## src/rtl/hpdcache_req_rr_arbiter_if.sv

```systemverilog
// Bundle of request and response signals between the requesters, the
// arbiter and the cache request port.
interface hpdcache_req_rr_arbiter_if #(
  parameter int unsigned N_REQ = 4,
  parameter int unsigned REQ_W = 128,
  parameter int unsigned RSP_W = 96,
  parameter int unsigned SID_W = 3
);
  logic [N_REQ-1:0]       req_valid_i;
  logic [N_REQ-1:0]       req_ready_o;
  logic [N_REQ*REQ_W-1:0] req_i;
  logic [N_REQ-1:0]       req_lock_i;
  logic                   req_valid_o;
  logic                   req_ready_i;
  logic [REQ_W-1:0]       req_o;
  logic [SID_W-1:0]       req_sid_o;
  logic                   rsp_valid_i;
  logic [SID_W-1:0]       rsp_sid_i;
  logic [RSP_W-1:0]       rsp_i;
  logic [N_REQ-1:0]       rsp_valid_o;
  logic [RSP_W-1:0]       rsp_o;
  logic                   rsp_sid_err_o;
  logic [N_REQ-1:0]       starve_o;

  // Arbiter side.
  modport slave (
    input  req_valid_i, req_i, req_lock_i, req_ready_i,
    input  rsp_valid_i, rsp_sid_i, rsp_i,
    output req_ready_o, req_valid_o, req_o, req_sid_o,
    output rsp_valid_o, rsp_o, rsp_sid_err_o, starve_o
  );

  // Requester / cache side.
  modport master (
    output req_valid_i, req_i, req_lock_i, req_ready_i,
    output rsp_valid_i, rsp_sid_i, rsp_i,
    input  req_ready_o, req_valid_o, req_o, req_sid_o,
    input  rsp_valid_o, rsp_o, rsp_sid_err_o, starve_o
  );
endinterface

```

## src/rtl/hpdcache_req_rr_arbiter.sv

```systemverilog
// N-requester round-robin front-end for the HPDcache request port, with
// grant locking, per-channel starvation flags and response demux by SID.
module hpdcache_req_rr_arbiter #(
  parameter int unsigned N_REQ    = 4,
  parameter int unsigned REQ_W    = 128,
  parameter int unsigned RSP_W    = 96,
  parameter int unsigned SID_W    = 3,
  parameter int unsigned STARVE_W = 4
) (
  input logic clk_i,
  input logic rst_ni,
  hpdcache_req_rr_arbiter_if.slave bus
);
  localparam int unsigned IDX_W = (N_REQ > 1) ? $clog2(N_REQ) : 1;
  localparam logic [STARVE_W-1:0] CNT_MAX = '1;
  localparam logic [SID_W:0] N_REQ_SID = (SID_W+1)'(N_REQ);

  logic                 req_valid_q;
  logic [REQ_W-1:0]     req_q;
  logic [IDX_W-1:0]     sid_q;
  logic [IDX_W-1:0]     ptr_q;
  logic                 lock_q;
  logic [IDX_W-1:0]     lock_id_q;
  logic [STARVE_W-1:0]  cnt_q [N_REQ];
  logic [N_REQ-1:0]     starve_q;

  logic                 slot_free;
  logic                 win_valid;
  logic [IDX_W-1:0]     winner;
  logic [IDX_W-1:0]     cand;
  logic [REQ_W-1:0]     win_pay;
  logic [N_REQ-1:0]     grant;
  logic                 handshake;

  assign slot_free = !req_valid_q || bus.req_ready_i;
  assign handshake = slot_free && win_valid;

  // Pick the winner: the locked channel, else first valid after ptr.
  always_comb begin
    win_valid = 1'b0;
    winner    = ptr_q;
    cand      = '0;
    if (lock_q) begin
      winner    = lock_id_q;
      win_valid = bus.req_valid_i[lock_id_q];
    end else begin
      for (int unsigned i = 1; i <= N_REQ; i++) begin
        cand = IDX_W'((32'(ptr_q) + i) % N_REQ);
        if (!win_valid && bus.req_valid_i[cand]) begin
          win_valid = 1'b1;
          winner    = cand;
        end
      end
    end
  end

  // Ready fan-out and winner payload select.
  always_comb begin
    grant   = '0;
    win_pay = '0;
    for (int unsigned k = 0; k < N_REQ; k++) begin
      if (winner == IDX_W'(k)) begin
        win_pay  = bus.req_i[k*REQ_W +: REQ_W];
        grant[k] = handshake;
      end
    end
  end

  // Output slot: load the winner when free, drain when the cache takes it.
  always_ff @(posedge clk_i or negedge rst_ni) begin
    if (!rst_ni) begin
      req_valid_q <= 1'b0;
      req_q       <= '0;
      sid_q       <= '0;
    end else if (handshake) begin
      req_valid_q <= 1'b1;
      req_q       <= win_pay;
      sid_q       <= winner;
    end else if (bus.req_ready_i) begin
      req_valid_q <= 1'b0;
    end
  end

  // Pointer and lock follow every accepted request; while locked the
  // winner is the lock owner, so the pointer stays put.
  always_ff @(posedge clk_i or negedge rst_ni) begin
    if (!rst_ni) begin
      ptr_q     <= IDX_W'(N_REQ - 1);
      lock_q    <= 1'b0;
      lock_id_q <= '0;
    end else if (handshake) begin
      ptr_q     <= winner;
      lock_q    <= bus.req_lock_i[winner];
      lock_id_q <= winner;
    end
  end

  // Per-channel wait counters with a sticky saturation flag.
  always_ff @(posedge clk_i or negedge rst_ni) begin
    if (!rst_ni) begin
      for (int unsigned k = 0; k < N_REQ; k++) cnt_q[k] <= '0;
      starve_q <= '0;
    end else begin
      for (int unsigned k = 0; k < N_REQ; k++) begin
        if (grant[k]) begin
          cnt_q[k] <= '0;
        end else if (bus.req_valid_i[k] && (cnt_q[k] != CNT_MAX)) begin
          cnt_q[k] <= cnt_q[k] + 1'b1;
          if (cnt_q[k] == CNT_MAX - 1'b1) starve_q[k] <= 1'b1;
        end
      end
    end
  end

  // Response demux; out-of-range SIDs are dropped and flagged.
  always_comb begin
    for (int unsigned k = 0; k < N_REQ; k++) begin
      bus.rsp_valid_o[k] = bus.rsp_valid_i && ({1'b0, bus.rsp_sid_i} == (SID_W+1)'(k));
    end
  end

  assign bus.rsp_sid_err_o = bus.rsp_valid_i && ({1'b0, bus.rsp_sid_i} >= N_REQ_SID);
  assign bus.rsp_o         = bus.rsp_i;
  assign bus.req_ready_o   = grant;
  assign bus.req_valid_o   = req_valid_q;
  assign bus.req_o         = req_q;
  assign bus.req_sid_o     = SID_W'(sid_q);
  assign bus.starve_o      = starve_q;
endmodule
```

## src/flat_wrapper.sv

```systemverilog
// flat-port wrapper written by rule: the top's interface ports become plain ports
module hpdcache_req_rr_arbiter_flat 
#(
  parameter int unsigned N_REQ    = 4,
  parameter int unsigned REQ_W    = 128,
  parameter int unsigned RSP_W    = 96,
  parameter int unsigned SID_W    = 3,
  parameter int unsigned STARVE_W = 4
)
  (clk_i, rst_ni, bus_req_valid_i, bus_req_i, bus_req_lock_i, bus_req_ready_i, bus_rsp_valid_i, bus_rsp_sid_i, bus_rsp_i, bus_req_ready_o, bus_req_valid_o, bus_req_o, bus_req_sid_o, bus_rsp_valid_o, bus_rsp_o, bus_rsp_sid_err_o, bus_starve_o);
  hpdcache_req_rr_arbiter_if #(.N_REQ(N_REQ), .REQ_W(REQ_W), .RSP_W(RSP_W), .SID_W(SID_W)) bus_i ();
  input logic clk_i;
  input logic rst_ni;
  input wire logic [$bits(bus_i.req_valid_i)-1:0] bus_req_valid_i;
  input wire logic [$bits(bus_i.req_i)-1:0] bus_req_i;
  input wire logic [$bits(bus_i.req_lock_i)-1:0] bus_req_lock_i;
  input wire logic [$bits(bus_i.req_ready_i)-1:0] bus_req_ready_i;
  input wire logic [$bits(bus_i.rsp_valid_i)-1:0] bus_rsp_valid_i;
  input wire logic [$bits(bus_i.rsp_sid_i)-1:0] bus_rsp_sid_i;
  input wire logic [$bits(bus_i.rsp_i)-1:0] bus_rsp_i;
  output wire logic [$bits(bus_i.req_ready_o)-1:0] bus_req_ready_o;
  output wire logic [$bits(bus_i.req_valid_o)-1:0] bus_req_valid_o;
  output wire logic [$bits(bus_i.req_o)-1:0] bus_req_o;
  output wire logic [$bits(bus_i.req_sid_o)-1:0] bus_req_sid_o;
  output wire logic [$bits(bus_i.rsp_valid_o)-1:0] bus_rsp_valid_o;
  output wire logic [$bits(bus_i.rsp_o)-1:0] bus_rsp_o;
  output wire logic [$bits(bus_i.rsp_sid_err_o)-1:0] bus_rsp_sid_err_o;
  output wire logic [$bits(bus_i.starve_o)-1:0] bus_starve_o;
  assign bus_i.req_valid_i = bus_req_valid_i;
  assign bus_i.req_i = bus_req_i;
  assign bus_i.req_lock_i = bus_req_lock_i;
  assign bus_i.req_ready_i = bus_req_ready_i;
  assign bus_i.rsp_valid_i = bus_rsp_valid_i;
  assign bus_i.rsp_sid_i = bus_rsp_sid_i;
  assign bus_i.rsp_i = bus_rsp_i;
  assign bus_req_ready_o = bus_i.req_ready_o;
  assign bus_req_valid_o = bus_i.req_valid_o;
  assign bus_req_o = bus_i.req_o;
  assign bus_req_sid_o = bus_i.req_sid_o;
  assign bus_rsp_valid_o = bus_i.rsp_valid_o;
  assign bus_rsp_o = bus_i.rsp_o;
  assign bus_rsp_sid_err_o = bus_i.rsp_sid_err_o;
  assign bus_starve_o = bus_i.starve_o;
  hpdcache_req_rr_arbiter #(.N_REQ(N_REQ), .REQ_W(REQ_W), .RSP_W(RSP_W), .SID_W(SID_W), .STARVE_W(STARVE_W)) u_core (.clk_i(clk_i), .rst_ni(rst_ni), .bus(bus_i));
endmodule
```

## config.mk

```make
export PLATFORM = sky130hd
export DESIGN_NAME = hpdcache_req_rr_arbiter_flat
export DESIGN_NICKNAME = d
export VERILOG_FILES = /design/src/rtl/hpdcache_req_rr_arbiter_if.sv /design/src/rtl/hpdcache_req_rr_arbiter.sv /design/src/flat_wrapper.sv
export SDC_FILE = /design/constraint.sdc
export NUM_CORES = 1
export LEC_CHECK = 0
export CAP_MARGIN = 20
export CORE_AREA = 5 5 332 334
export CTS_CLUSTER_DIAMETER = 80
export DETAILED_ROUTE_END_ITERATION = 10
export DIE_AREA = 0 0 337 339
export GPL_TIMING_DRIVEN = 0
export PLACE_DENSITY = 0.45
export SLEW_MARGIN = 20
export SYNTH_ARGS = -nofsm -noshare
export SYNTH_HDL_FRONTEND = slang
export SYNTH_SLANG_ARGS = --single-unit
```

## constraint.sdc

```tcl
create_clock -name clk_i -period 2 [get_ports clk_i]
set_input_delay 0.4 -clock clk_i [delete_from_list [all_inputs] [get_ports clk_i]]
set_output_delay 0.4 -clock clk_i [all_outputs]
set_load 0.1 [all_outputs]
```

# After elaboration in Yosys (flattened, before gate mapping)
# Index checks and enable logic that the tools add are counted.
classes:
  add_sub_neg: 8
  magnitude_cmp: 7
  eq_ne: 14
  mux: 43
  n_bitwise: 4
  reduce_logical: 29
ops:
  columns: ["op", "n"]
  rows:
  - ["$mux 128", 4]
  - ["$mux 4", 8]
  - ["$mux 1", 20]
  - ["$lt 2x3->1 const B", 6]
  - ["$add 4x1->4 const B", 4]
  - ["$eq 4x4->1 const B", 4]
  - ["$ne 4x4->1 const B", 4]
  - ["$logic_and 1x1->1", 13]
  - ["$bmux 1 s2", 6]
  - ["$reduce_and 3->1", 4]
  - ["$mux 2", 5]
  - ["$reduce_bool 2->1", 5]
  - ["$eq 3x2->1 const B", 2]
  - ["$add 2x1->2 const B", 2]
  - ["$add 2x2->2 const B", 2]
  - ["$eq 2x2->1 const B", 2]
  - ["$logic_not 1->1", 4]
  - ["$not 1->1", 4]
  - ["$eq 3x1->1 const B", 1]
  - ["$ge 3x3->1 const B", 1]
  - ["$logic_not 3->1", 1]
  - ["$eq 2x1->1 const B", 1]
  - ["$logic_not 2->1", 1]
  - ["$logic_or 1x1->1", 1]
totals:
  ff_bits: 154
  inputBits: 623
  word_cells: 118

# Longest topological paths before layout
# Gate-level depths: netlist (run 1).
logic_depth:
  ltp_word: 22
  mapped_depth: 10
  ltp_nobuf: 6

# Least setup slack after synthesis (run 1)
# Ideal clock, no wire load.
synth_path:
  path_kind: "input to output"
  start: "in bus_rsp_sid_i[2]"
  end: "out bus_rsp_valid_o[0]"
  t_arrival_ns: 3.551
  setup_slack_ns: -1.951
  path_stages: 1
  n_path_buf: 0
  path_cell_list: "nor4b_1"
synth_between:
  elab_chain_cells: 2
synth_lines:
  columns: ["element", "line_no", "source"]
  rows:
  - ["start: declaration", "flat_wrapper.sv:19", "input wire logic [$bits(bus_i.rsp_sid_i)-1:0] bus_rsp_sid_i;"]
  - ["$logic_not 3->1", "hpdcache_req_rr_arbiter.sv:118", "bus.rsp_valid_o[k] = bus.rsp_valid_i && ({1'b0, bus.rsp_sid_i} == (SID_W+1)'(k));"]
  - ["$logic_and 1x1->1", "hpdcache_req_rr_arbiter.sv:118", null]
  - ["end: declaration", "flat_wrapper.sv:25", "output wire logic [$bits(bus_i.rsp_valid_o)-1:0] bus_rsp_valid_o;"]
# Every way passes these cells.

==> impl_metrics.yaml, run 1 <==
status:
  status: "finished, violations left"
  violations: "negative setup slack"
layout:
  area_growth_syn_to_layout_pct: 122
  final_nets: 2400
  layout-drive-gt1-share: 0.354
synthesis:
  synth-compound-area-share: 0.117
  synth_largest_type_area_fraction: 0.380
  yosys-top-cells-area: "sky130_fd_sc_hd__dfrtp_1 (38%), sky130_fd_sc_hd__mux2i_1 (24%), sky130_fd_sc_hd__a221oi_1 (10%)"
  synthesis.instances: 924
  synth_simple_gate_area_frac: 0.0747
  synth_fa_ha_area_frac: 0.00999
  synth.mux.area_fraction: 0.284
  seq_area_frac_synth: 0.385
  synth-edff-count: 0
  synth_cell_types: 46
  syn_avg_cell_area_um2: 10.8
  dominant_combinational_cell_family_by_area_after_synthesis: "multiplexers"
  syn_nets: 1555
  synthMostInstantiatedCell: "sky130_fd_sc_hd__mux2i_1"
  synth-xor-area-share: 0.0105
  flip_flop_cell_with_the_highest_count_after_synthesis: "sky130_fd_sc_hd__dfrtp_1"
  synth_common_cells: "sky130_fd_sc_hd__mux2i_1 (238), sky130_fd_sc_hd__dfrtp_1 (152), sky130_fd_sc_hd__nor2_1 (134)"
  post_synth_instance_area_mm2: 0.0100
  synth-seq-cells: 154
  post-synth-top-area-cell: "sky130_fd_sc_hd__dfrtp_1"
  synth_warnings: 0
  asyncSetResetFlopFracSynth: 1.00
worst_setup_path:
  cpLargestDelayFamily: "simple AND/OR/NAND/NOR gates"
  timing.reg2reg.setup_slack_ns: -0.64
  critPathLaunchType: "flop"
  worstPathBufferInverterCount: 2
  crit_path_cell_trace: "mux4_2 > nor2b_2 > or3_4 > buf_12 > nor3_4 > buf_12"
  criticalPathCategory: "reg2out"
  required_ns: 1.60
  cpMaxStageDelayCell: "sky130_fd_sc_hd__dfrtp_4"
  cpPeakStageDelay_ns: 0.49
  worstPathArrival_ns: 2.39
  critical_path_peak_fanout: 5
  worstSetupEndpointType: "output pin"
  path_common_cell: "sky130_fd_sc_hd__buf_12"
clock_network:
  htree_num_levels: 4
  clk-insertion-delay-late_ns: 0.49
  maximum_count_of_clock_buffers_along_a_single_path: 2
  numCtsBuffers: 17
  cts_root_buffer: "sky130_fd_sc_hd__clkbuf_16"
  clk_pin_slew_ns: 0.07
  tritoncts_sink_count: 154
  tritoncts: "done"
timing:
  slew_viol_final: 0
  tightestPinTransition_ns: 1.03
  slew_headroom: 0.315
  hold_viol_final: 0
  clock-skew-final_ns: 0.0169
  setup_viol: 145
  fin_setup_tns_ns: -65.76
  timing.final.crit_share: 1.39
  rsz_0062_raised_after_global_routing: "true"
  setup_slack_ns: -0.789
  timing.fmax_mhz: 359
  finalWorstPathRequiredPeriod_ns: 2.79
drt:
  post_detailed_route_count_of_antenna_violating_nets: 0
  detailedRoute.firstPassIterationCount: 4
  dr_total_vias: 11100
  post_dr_vias_cell: 3.48
  detailedRoute.firstIterationViolations: 431
  avgRoutedWirePerCell_um: 24.0
  totalWireLength_mm: 76.5
  drc: 0
hold_path:
  hold_path.class: "in2async"
pwr:
  ir_worst_vdd_v: 0.000644
  power.density_cell_area_mw_per_mm2: 2010
  total_power_w: 0.0448
  leakage_nw: 9.80
floorplan:
  design.core.area_mm2: 0.107
  initial_core_util: 0.0940
  num_rows: 120
  dieWidth_um: 337
  design.die.area_mm2: 0.114
  die_height_um: 339
  ioPinCount: 864
place:
  place.gp.congestion: 0.880
  port_buffers: 766
  detailed_place_hpwl_mm: 64.9
global_route:
  grt_start_max_net_pins: 83
  gr-total-overflow: 0
  grt_pass1_vias: 12300
  grt_use_total: 0.126
  initial_antenna_violation_count: 17
  grt_first_pass_wirelength_mm: 99.6
job:
  maxCapViolations: 0
==> per-stage QoR <==
stage                     cell area (um^2)  setup slack [ns]  utilization  cells  hold WS, ns
final                                22200            -0.789        0.209   3195        0.419
after global routing                 22200            -0.918        0.208   3189        0.459
after CTS                            21000            -0.893        0.197   3147        0.383
after detailed placement             20100             -2.08        0.189   3095        0.377
after global placement               20200             -7.42        0.189   3093        0.461
after floorplan                      10800            -0.850            -    924        0.104
==> worst register-to-register path: stages, from the launching register on <==
cell and delay (ns):
sky130_fd_sc_hd__dfstp_2 0.58, sky130_fd_sc_hd__nor2b_4 0.05, sky130_fd_sc_hd__a211oi_2 0.14, sky130_fd_sc_hd__a31oi_1 0.08, sky130_fd_sc_hd__o21a_1 0.20, sky130_fd_sc_hd__buf_6 0.13, sky130_fd_sc_hd__buf_16 0.13, sky130_fd_sc_hd__buf_6 0.10
sky130_fd_sc_hd__buf_6 0.10, sky130_fd_sc_hd__buf_12 0.13, sky130_fd_sc_hd__buf_6 0.12, sky130_fd_sc_hd__buf_12 0.14, sky130_fd_sc_hd__clkbuf_16 0.18, sky130_fd_sc_hd__mux2i_4 0.20, sky130_fd_sc_hd__a221oi_2 0.25
==> where the power goes <==
group	leakage [nW]	switching, W	internal (W)
Combinational	7.80	0.0232	0.0123
Clock	0.268	0.00158	0.00180
Sequential	1.73	0.00113	0.00477
Total	9.80	0.0259	0.0189
==> metal layers <==
layer,global-route usage,vias to the layer above,wire [um],part of all wire
met5,0,-,40,0.00052
met4,0.0435,6,1830,0.024
met3,0.0485,65,6900,0.090
met2,0.210,572,36300,0.47
met1,0.147,5397,31400,0.41
li1,-,5080,-,-
==> cells by family (layout without fill, tap and decap cells) <==
group           after synthesis  in the layout
buf+inv                     178           1036
other cells                   1             11
xor+xnor                     12             12
flops                       154            154
simple gates                170            170
compound gates              138            138
mux                         263            263
fa+ha+maj                     8              8
==> worst paths after layout <==
path,start,to,cells after the start
worst min register to register,u_core.bus.starve_o[1],u_core.bus.starve_o[1],1
worst max register to register,u_core.ptr_q[0],u_core.bus.req_o[29],14
min in group clk_i,u_core.bus.starve_o[1],u_core.bus.starve_o[1],1
worst min-delay path,rst_ni,u_core.bus.starve_o[0],2
max in group asynchronous,rst_ni,u_core.bus.req_o[54],3
worst max-delay path,u_core.sid_q[0],bus_req_ready_o[2],6
==> flip-flops by register name (all words and copies together) (netlist names) <==
name                    count
u_core.bus.req_o          128
u_core.sid_q                2
u_core.lock_q               1
u_core.cnt_q               16
u_core.ptr_q                2
u_core.bus.req_valid_o      1
u_core.bus.starve_o         4
==> what timing repair did <==
item | 4_1_cts | 5_1_grt
gates cloned | 0 | 7
hold buffers | 1 | 0
endpoints found under the setup margin | 327 | 342
resized for setup | 163 | 528
setup buffers | 19 | 33
pin swaps | 5 | 72
endpoints found under the hold margin | 72 | 0
==> area by class of cell <==
class,count,area (um^2)
fillers,11600,84400
repair buffers,827,8230
multi-input cells,592,6160
flip-flops and latches,154,3860
well taps,1403,1760
plain buffers,165,1590
clock buffers,21,460
clock inverters,11,113
inverters,12,45.0
diodes,10,25.0
==> cells in the final DEF, fill, tap and decap left out, drive strengths merged, types with 2 or more instances in the layout <==
cell type      netlist  layout
clkbuf              23     134
dfrtp              152     152
dfstp                2       2
nand4                8       8
ha                   8       8
mux2                12      12
clkdlybuf4s15        0      14
a21o                 2       2
o21bai               5       5
nand2                8       8
nor3                 5       5
a221oi             117     117
dlymetal6s2s         0      92
buf                143     239
xnor2                4       4
clkdlybuf4s50        0     529
mux4                13      13
nor2               135     135
xor2                 8       8
clkinvlp             0       4
nand2b               3       3
inv                 12      17
nor4bb               2       2
diode                0      10
a31oi                5       5
mux2i              238     238
o21ai                3       3
clkdlybuf4s18        0       4
nor2b                3       3
No activity file was read; power rests on OpenSTA's default activity.
==> run 2: changes to the inputs <==
--- a/config.mk
+++ b/config.mk
@@ -11,6 +11,7 @@
 export DETAILED_ROUTE_END_ITERATION = 10
 export DIE_AREA = 0 0 337 339
 export GPL_TIMING_DRIVEN = 0
+export HOLD_SLACK_MARGIN = 0.15
 export PLACE_DENSITY = 0.45
 export SLEW_MARGIN = 20
 export SYNTH_ARGS = -nofsm -noshare
==> results of run 2 <==
Same layout as run 1: the final DEF is identical, and so are final timing and power.
==> run 3: changes to the inputs <==
--- a/config.mk
+++ b/config.mk
@@ -13,6 +13,7 @@
 export GPL_TIMING_DRIVEN = 0
 export HOLD_SLACK_MARGIN = 0.15
 export PLACE_DENSITY = 0.45
+export REMOVE_ABC_BUFFERS = 1
 export SLEW_MARGIN = 20
 export SYNTH_ARGS = -nofsm -noshare
 export SYNTH_HDL_FRONTEND = slang
==> impl_metrics.yaml, run 3 (synthesized netlist as in run 1, its figures left out) <==
status:
  status: "finished, violations left"
  violations: "negative setup slack"
layout:
  most-common-layout-cells: "sky130_fd_sc_hd__clkdlybuf4s50_1 (523), sky130_fd_sc_hd__mux2i_1 (209), sky130_fd_sc_hd__dfrtp_1 (152), sky130_fd_sc_hd__a221oi_2 (109), sky130_fd_sc_hd__clkdlybuf4s15_2 (94)"
  total_area_of_multi_input_combinational_cells_mm2: 0.00664
  largest_register_ff_count: 128
  fillerInstances: 11500
  layout-drive-gt1-share: 0.383
  final_nets: 2247
  area_growth_syn_to_layout_pct: 123
  design_area_mm2: 0.0223
  area.sequential_mm2: 0.00386
  final_core_util: 0.210
  mostFrequentLayoutCell: "sky130_fd_sc_hd__clkdlybuf4s50_1"
clock_network:
  htree_num_levels: 4
  numCtsBuffers: 17
  tritoncts_sink_count: 154
  cts_root_buffer: "sky130_fd_sc_hd__clkbuf_16"
  clk_pin_slew_ns: 0.07
  maximum_count_of_clock_buffers_along_a_single_path: 2
  clk-insertion-delay-late_ns: 0.48
  tritoncts: "done"
place:
  place.gp.congestion: 0.851
  detailedPlace.worstSlack_ns: -2.15
  detailed_place_hpwl_mm: 60.3
  port_buffers: 670
  dpl_cell_area_mm2: 0.0177
timing:
  finalWorstPathRequiredPeriod_ns: 2.68
  setup_viol: 135
  setup_slack_ns: -0.676
  clock-skew-final_ns: 0.0125
  worst_case_hold_slack_ns: 0.349
  hold_viol_final: 0
  timing.final.crit_share: 1.34
  timing.fmax_mhz: 374
  slew_headroom: 0.555
  tightestPinTransition_ns: 0.671
  rsz_0062_raised_after_global_routing: "true"
  slew_viol_final: 0
global_route:
  initial_antenna_violation_count: 2
  grt_start_max_net_pins: 79
  grt_use_total: 0.131
  grt_first_pass_wirelength_mm: 102
  gr-total-overflow: 0
  grt_pass1_vias: 11700
worst_setup_path:
  startpoint_of_the_most_critical_setup_path: "u_core.ptr_q[0]"
  critical_path.reg2reg.startpoint: "u_core.ptr_q[0]"
  cpLargestDelayFamily: "flip-flops"
  cpMaxStageDelayCell: "sky130_fd_sc_hd__dfstp_2"
  critPathLaunchType: "flop"
  criticalPathCategory: "reg2out"
  crit_path_cell_trace: "nor2b_4 > a211oi_2 > a31oi_2 > o21a_4 > buf_4 > nor3_4 > buf_12"
  worst-r2r-cell-count: 11
  cpPeakStageDelay_ns: 0.56
  worstPathArrival_ns: 2.28
  critical_path.endpoint: "bus_req_ready_o[0]"
  critical_path_peak_fanout: 3
  critical_path.reg2reg.endpoint: "u_core.bus.req_o[60]"
  worstPathBufferInverterCount: 2
  stages_on_the_worst_setup_path: 7
  required_ns: 1.60
  timing.reg2reg.setup_slack_ns: -0.59
  worstSetupEndpointType: "output pin"
drt:
  dr_total_vias: 11100
  drc: 0
  post_detailed_route_count_of_antenna_violating_nets: 0
  post_dr_vias_cell: 3.66
  detailedRoute.firstIterationViolations: 510
  detailedRoute.firstPassIterationCount: 5
  totalWireLength_mm: 83.4
  avgRoutedWirePerCell_um: 27.5
pwr:
  total_power_w: 0.0473
  ir_worst_vdd_v: 0.000735
  leakage_nw: 8.87
  power.density_cell_area_mw_per_mm2: 2120
floorplan:
  die_height_um: 339
  ioPinCount: 864
  initial_core_util: 0.0940
  dieWidth_um: 337
  num_rows: 120
  design.die.area_mm2: 0.114
  design.core.area_mm2: 0.107
job:
  maxCapViolations: 0
hold_path:
  hold_path.class: "in2reg"
[run 3: changes by cell type in the layout (fill, tap and decap cells not counted), moves of 47 or more]
cell / change
sky130_fd_sc_hd__nor2_1: -95
sky130_fd_sc_hd__clkbuf_2: -99
sky130_fd_sc_hd__clkdlybuf4s15_2: +80
sky130_fd_sc_hd__buf_4: -73
sky130_fd_sc_hd__dlymetal6s2s_1: -90
sky130_fd_sc_hd__mux2i_1: +47
sky130_fd_sc_hd__nor2_4: +79
[run 3: area by class of cell]
cell class | instances | area share
clock buffer | 21 | 0.0202
clock inverter | 11 | 0.00543
sequential | 154 | 0.173
multi-input combinational | 592 | 0.297
timing repair buffer | 839 | 0.424
antenna | 2 | 0.000224
tap | 1403 | 0.0786
inverter | 12 | 0.00202
[run 3: worst min-delay path, delay by kind of cell]
family                 cells  cell delay, ns
AO/OA/AOI/OAI              1            0.11
AND/OR/NAND/NOR            1            0.10
buffers and inverters      1            0.19
[run 3: stage by stage]
| step | std cells | setup TNS, ns |
|---|---|---|
| after floorplan | 758 | -1217.20 |
| after global placement | 2831 | -2899.28 |
| after global routing | 3034 | -75.97 |
| after CTS | 2978 | -75.40 |
| final | 3034 | -64.64 |
| after detailed placement | 2861 | -188.98 |
[run 3: power by group]
| group | total, W | switching (W) | internal (W) |
|---|---|---|---|
| combinational | 0.0376 | 0.0227 | 0.0149 |
| clock | 0.00349 | 0.00162 | 0.00187 |
| sequential | 0.00623 | 0.00147 | 0.00476 |
| total | 0.0473 | 0.0258 | 0.0216 |
[run 3: worst min-delay path by stage]
stage | slack [ns] | endpoint | cells after the start | startpoint
6_report | 0.35 | u_core.bus.req_valid_o | 3 | bus_req_valid_i[2]
5_1_grt | 0.31 | u_core.bus.req_valid_o | 3 | bus_req_valid_i[2]
4_1_cts | 0.42 | u_core.bus.req_o[101] | 3 | rst_ni
3_5_place_dp | 0.40 | u_core.bus.req_o[18] | 2 | rst_ni
3_3_place_gp | 0.47 | u_core.bus.starve_o[0] | 1 | u_core.bus.starve_o[0]
2_1_floorplan | 0.10 | u_core.bus.req_o[0] | 0 | rst_ni
[run 3: per-layer routing]
layer / routed length, um / up-vias / share of wire / track usage
li1: - / 4780 / - / -
met1: 33000 / 5487 / 0.40 / 0.143
met2: 34400 / 763 / 0.41 / 0.187
met3: 13600 / 66 / 0.16 / 0.109
met4: 1410 / 12 / 0.017 / 0.0313
met5: 967 / - / 0.012 / 0.0617
[run 3: what timing repair did]
action                                  4_1_cts  5_1_grt
pin swaps                                    30       45
hold endpoints to repair                     76        0
cloned                                       18       23
buffers inserted                             66       43
resized for setup                           692      233
endpoints found under the setup margin      272      162
hold buffers                                  1        0
